$ cat config.mk
export PLATFORM = sky130hd
export DESIGN_NAME = m_cyclecnt_gen
export DESIGN_NICKNAME = d
export VERILOG_FILES = /design/src/rtl/m_cyclecnt_gen.sv
export SDC_FILE = /design/constraint.sdc
export NUM_CORES = 1
export LEC_CHECK = 0
export ABC_AREA = 1
export BUFFER_PORTS_ARGS = -buffer_cell sky130_fd_sc_hd__buf_4
export CORE_AREA = 3 3 56 58
export CTS_CLUSTER_SIZE = 8
export DETAILED_ROUTE_END_ITERATION = 10
export DIE_AREA = 0 0 59 61
export GPL_ROUTABILITY_DRIVEN = 0
export PLACE_DENSITY_LB_ADDON = 0.05
export RECOVER_POWER = 50
export SLEW_MARGIN = 5
export SYNTH_ARGS = -nofsm -noshare
export SYNTH_HDL_FRONTEND = slang
export SYNTH_SLANG_ARGS = --single-unit
$ cat constraint.sdc
create_clock -name clk -period 1.4 [get_ports clk]
set_clock_uncertainty 0.15 [all_clocks]
set_input_delay 0.07 -clock clk [delete_from_list [all_inputs] [get_ports clk]]
set_output_delay 0.07 -clock clk [all_outputs]
set_load 0.01 [all_outputs]
$ cat src/rtl/m_cyclecnt_gen.sv
// rtl/m_cyclecnt_gen.sv - instruction cycle counter, startup hold-off and IO bus timeout
// Times each instruction in rccnt, gates core release on a sustained start, and flags stalled IO.
module m_cyclecnt_gen #(
  parameter int RCW       = 6,
  parameter int STARTWAIT = 64,
  parameter int BUSTMO    = 47
) (
  input  logic           clk,
  input  logic           rst,
  input  logic           start,
  input  logic           sa16,
  input  logic           sa17,
  input  logic           STB_O,
  input  logic [31:0]    ADR_O,
  output logic [31:0]    QQ,
  output logic           corerunning,
  output logic           buserror,
  output logic           rcsat,
  output logic           lostcyc,
  output logic [RCW-1:0] dbg_rccnt
);

  typedef enum logic {S_WAIT, S_RUN} state_t;

  localparam int             SW_LAST_I = (STARTWAIT > 0) ? STARTWAIT - 1 : 0;
  localparam logic [RCW-1:0] SW_LAST   = SW_LAST_I[RCW-1:0];
  localparam logic [RCW-1:0] TMO       = BUSTMO[RCW-1:0];
  localparam logic [RCW-1:0] CNT_ONE   = {{(RCW-1){1'b0}}, 1'b1};
  localparam logic [RCW-1:0] CNT_ONES  = '1;

  state_t         state, state_nxt;
  logic [RCW-1:0] rccnt, rccnt_nxt;
  logic           buserror_q, buserror_nxt;
  logic           rcsat_q, rcsat_nxt;
  logic           lostcyc_q, lostcyc_nxt;

  always_ff @(posedge clk) begin
    if (rst) begin
      state      <= S_WAIT;
      rccnt      <= '0;
      buserror_q <= 1'b0;
      rcsat_q    <= 1'b0;
      lostcyc_q  <= 1'b0;
    end else begin
      state      <= state_nxt;
      rccnt      <= rccnt_nxt;
      buserror_q <= buserror_nxt;
      rcsat_q    <= rcsat_nxt;
      lostcyc_q  <= lostcyc_nxt;
    end
  end

  always_comb begin
    state_nxt    = state;
    rccnt_nxt    = rccnt;
    buserror_nxt = 1'b0;
    lostcyc_nxt  = lostcyc_q;
    case (state)
      S_WAIT: begin
        if (!start) begin
          rccnt_nxt = '0;
        end else if ((STARTWAIT == 0) || (rccnt == SW_LAST)) begin
          state_nxt = S_RUN;
          rccnt_nxt = CNT_ONE;
        end else begin
          rccnt_nxt = rccnt + CNT_ONE;
        end
      end
      S_RUN: begin
        // A frozen fetch cycle (start=0) is not counted toward the next instruction.
        if (sa16) begin
          rccnt_nxt = start ? CNT_ONE : '0;
          if (rcsat_q) lostcyc_nxt = 1'b1;
        end else if (start && !rcsat_q) begin
          rccnt_nxt = rccnt + CNT_ONE;
        end
        buserror_nxt = start & STB_O & ~sa16 & (rccnt == TMO);
      end
      default: state_nxt = S_WAIT;
    endcase
    // The startup wait may legally pass through all-ones; saturation only means something once running.
    rcsat_nxt = (state_nxt == S_RUN) && (rccnt_nxt == CNT_ONES);
  end

  always_comb begin
    QQ = ADR_O;
    if (sa16)
      QQ = {ADR_O[31:RCW], rccnt};
    else if (!sa17)
      QQ = {ADR_O[31:2], 2'b11};
  end

  assign corerunning = (state == S_RUN);
  assign buserror    = buserror_q;
  assign rcsat       = rcsat_q;
  assign lostcyc     = lostcyc_q;
  assign dbg_rccnt   = rccnt;

endmodule
==> key figures <==
Outcome
  – Status: finished with violations
  – Failing checks: negative setup slack

Power
  – Sw frac: 29.5%
  – Max VDD drop: 0.446 mV
  – Switching power: 234 uW
  – Comb pwr share: 27.5%
  – Sequential power share: 36.3%
  – Clock power frac: 36.2%
  – Power per cell area: 540 nW/um^2
  – Internal Power: 560 uW
  – Leakage power: 0.000693 uW

Setup path
  – CP Data Required Time: 1430 ps
  – Critical path, cell by cell: ha_4 > nand3_4 > o21bai_4 > nand2_1 > nand2_1 > o21ai_2 > and2_1
  – CP Capture Type: flop
  – Slowest CP cell: dfxtp_4
  – Most common cell on crit path: nand2_1
  – CP Launch Point: dbg_rccnt[0]
  – Kind of critical path: reg -> reg
  – RR Startpoint: dbg_rccnt[0]
  – Crit-path max cell delay: 370 ps
  – CP Depth: 7
  – CP max FO: 4
  – Setup crit start kind: flop
  – R2R depth: 7
  – CP delay by family, top: simple AND/OR/NAND/NOR gates
  – Buf/Inv on CP: 0
  – Reg2Reg Capture Point: dbg_rccnt[1]
  – R2r setup slk: -20 ps
  – Arr. time, crit path: 1440 ps
  – Worst setup endpoint: dbg_rccnt[1]

STA
  – Unrepaired setup endpoints after global routing: yes
  – Relative slew slack: 77.6%
  – Slew of the pin with the lowest slew margin: 336 ps
  – Final period util: 101%
  – Final Hold Viols: 0
  – Min Tclk post-route: 1420 ps
  – Pins Over Slew Limit: 0
  – Setup-failing EPs final: 1
  – Max Freq: 706 MHz
  – Post-Route Setup TNS: -17.4 ps
  – Hold Slack: 57.1 ps
  – Post-route setup slack: -17.4 ps

Clock network
  – Clock Latency Late Sink: 280 ps
  – Clock slew at reported path FFs: 80 ps
  – Clock buffer depth: 2
  – CTS tree: built
  – Total CTS buffers: 3
  – H-tree depth: 1
  – Clock sinks: 10
  – CTS root buf: clkbuf_4

Die
  – DIE WIDTH: 59 um
  – Core area: 2710 um^2
  – Chip height: 61 um
  – I/O pin cnt: 80
  – Die Area: 3600 um^2
  – Initial core utilization: 33.5%
  – Cell Rows: 19

Detailed routing
  – First drt pass iteration count: 4
  – Final WL: 2880 um
  – Detail Route Antenna Nets: 0
  – Avg WL per Cell: 13.2 um
  – Post-route DRC: 0
  – Total number of vias: 1027
  – Drt via density: 4.71
  – Drt initial violations: 35

Finish
  – Layout cells sized above 1: 41.7%
  – Most common cell after layout, fill and taps aside: buf_4
  – Most frequent cells in the layout: buf_4 (38), nand2_1 (31), dlygate4sd3_1 (30)
  – Antenna cells: 0
  – Seq. cell area: 214 um^2
  – Synth-to-layout area growth: 62.2%
  – Fin cells: 218
  – Area occupied by multi-input gates: 512 um^2
  – Layout filler cell count: 264
  – Fin nets: 227
  – Final core utilization: 54.3%
  – Fin area: 1470 um^2

GRT
  – Vias in the first global route: 936
  – Initial antenna violation count: 0
  – Total track usage: 15.4%
  – Largest net degree at the start of global routing: 14
  – Global route overflow: 0
  – Global-route wire length before repair: 4120 um

Flow run
  – Max Cap Viol: 0

Placed design
  – PortBufs: 27
  – HPWL Detailed: 1900 um
  – Area after DPL: 1020 um^2
  – Placed insts: 180

Synth
  – Post-Syn Nets: 179
  – Synth area leader: dfxtp_1
  – Synth Cell Area: 907 um^2
  – Synth unique cells: 22
  – Top cell type's share of synthesized area: 22.1%
  – Synth Warn #: 0
  – Mapped Avg Cell Area: 6.48 um^2
  – Cells after Synth: 140
  – Synthesized flop and latch total: 10
  – Top cells by area, synth: dfxtp_1 (22%), buf_4 (22%), nand2_1 (15%)
  – Register area share after synthesis: 22.1%

Min path
  – HP Class: in -> reg
  – Hold depth: 5
## cell usage after synthesis
| master | n |
|---|---|
| o21a_1 | 1 |
| o21ai_0 | 12 |
| dfxtp_1 | 10 |
| inv_2 | 3 |
| nor2_2 | 1 |
| nand2_1 | 36 |
| o21bai_4 | 1 |
| a21oi_2 | 1 |
| buf_4 | 26 |
| inv_1 | 16 |
| nor2_1 | 9 |
| nor2_8 | 1 |
| nor2_4 | 1 |
| nand3_2 | 3 |
| ha_1 | 1 |
| a21oi_1 | 2 |
| nand2_2 | 3 |
| and2_1 | 1 |
| nor3_1 | 2 |
| nand3_1 | 7 |
| clkbuf_1 | 1 |
| nand4_1 | 2 |
## timing repair
action                     CTS  global route
setup buffers                2             1
cloned                       1             0
hold buffers                30             0
hold endpoints to repair    32             0
setup endpoints to repair    2             8
pin swaps                    2             5
gates resized for setup      9            20
## registers in the layout, summed over array words and instances, names as in the netlist
name,count
buserror,1
corerunning,1
dbg_rccnt,6
lostcyc,1
rcsat,1
## per-stage QoR
stage          power (uW)  setup slack, ps
3_3_place_gp          414            -83.0
4_1_cts               791            0.534
6_report              794            -17.4
3_5_place_dp          412            -68.4
5_1_grt               833            -75.5
2_1_floorplan         424             19.5
## layout make-up
class / count / area share, %
inverter: 19 / 5.02
clock buffer: 4 / 2.47
timing repair buffer: 69 / 40.6
tap: 31 / 2.64
sequential: 10 / 14.5
multi-input combinational: 85 / 34.8
## tightest hold or removal path: stages
cell,delay (ps)
buf_4,140
nand4_1,80
nand2_1,40
inv_1,70
nor2_1,50
## cells by family after synthesis
family                   share of synthesized area (%)
AO/OA/AOI/OAI                                     11.6
adder cells (fa/ha/maj)                           1.38
buffers and inverters                             29.8
flip-flops                                        22.1
AND/OR/NAND/NOR                                   35.2
## layer usage
| metal | up-vias | GRT usage (%) | wire length, um |
|---|---|---|---|
| met5 | - | 0 | 0 |
| met2 | 65 | 26.7 | 1400 |
| met1 | 447 | 18.0 | 1170 |
| li1 | 508 | - | - |
| met4 | 0 | 9.39 | 63 |
| met3 | 7 | 2.34 | 242 |
## worst min path at each step
stage / from / to / slack, ps
global route: start / dbg_rccnt[0] / 80
finish: start / corerunning / 60
CTS: start / corerunning / 60
detailed placement: ADR_O[7] / QQ[7] / -10
global placement: ADR_O[7] / QQ[7] / -10
floorplan: rst / dbg_rccnt[0] / -20
## power groups by stage
stage	Combinational [uW]	Clock, uW	Sequential (uW)
6_report	218	288	288
5_1_grt	234	310	289
4_1_cts	211	289	291
3_5_place_dp	116	0	296
3_3_place_gp	118	0	296
2_1_floorplan	125	0	299
(Power assumes the default switching activity.)
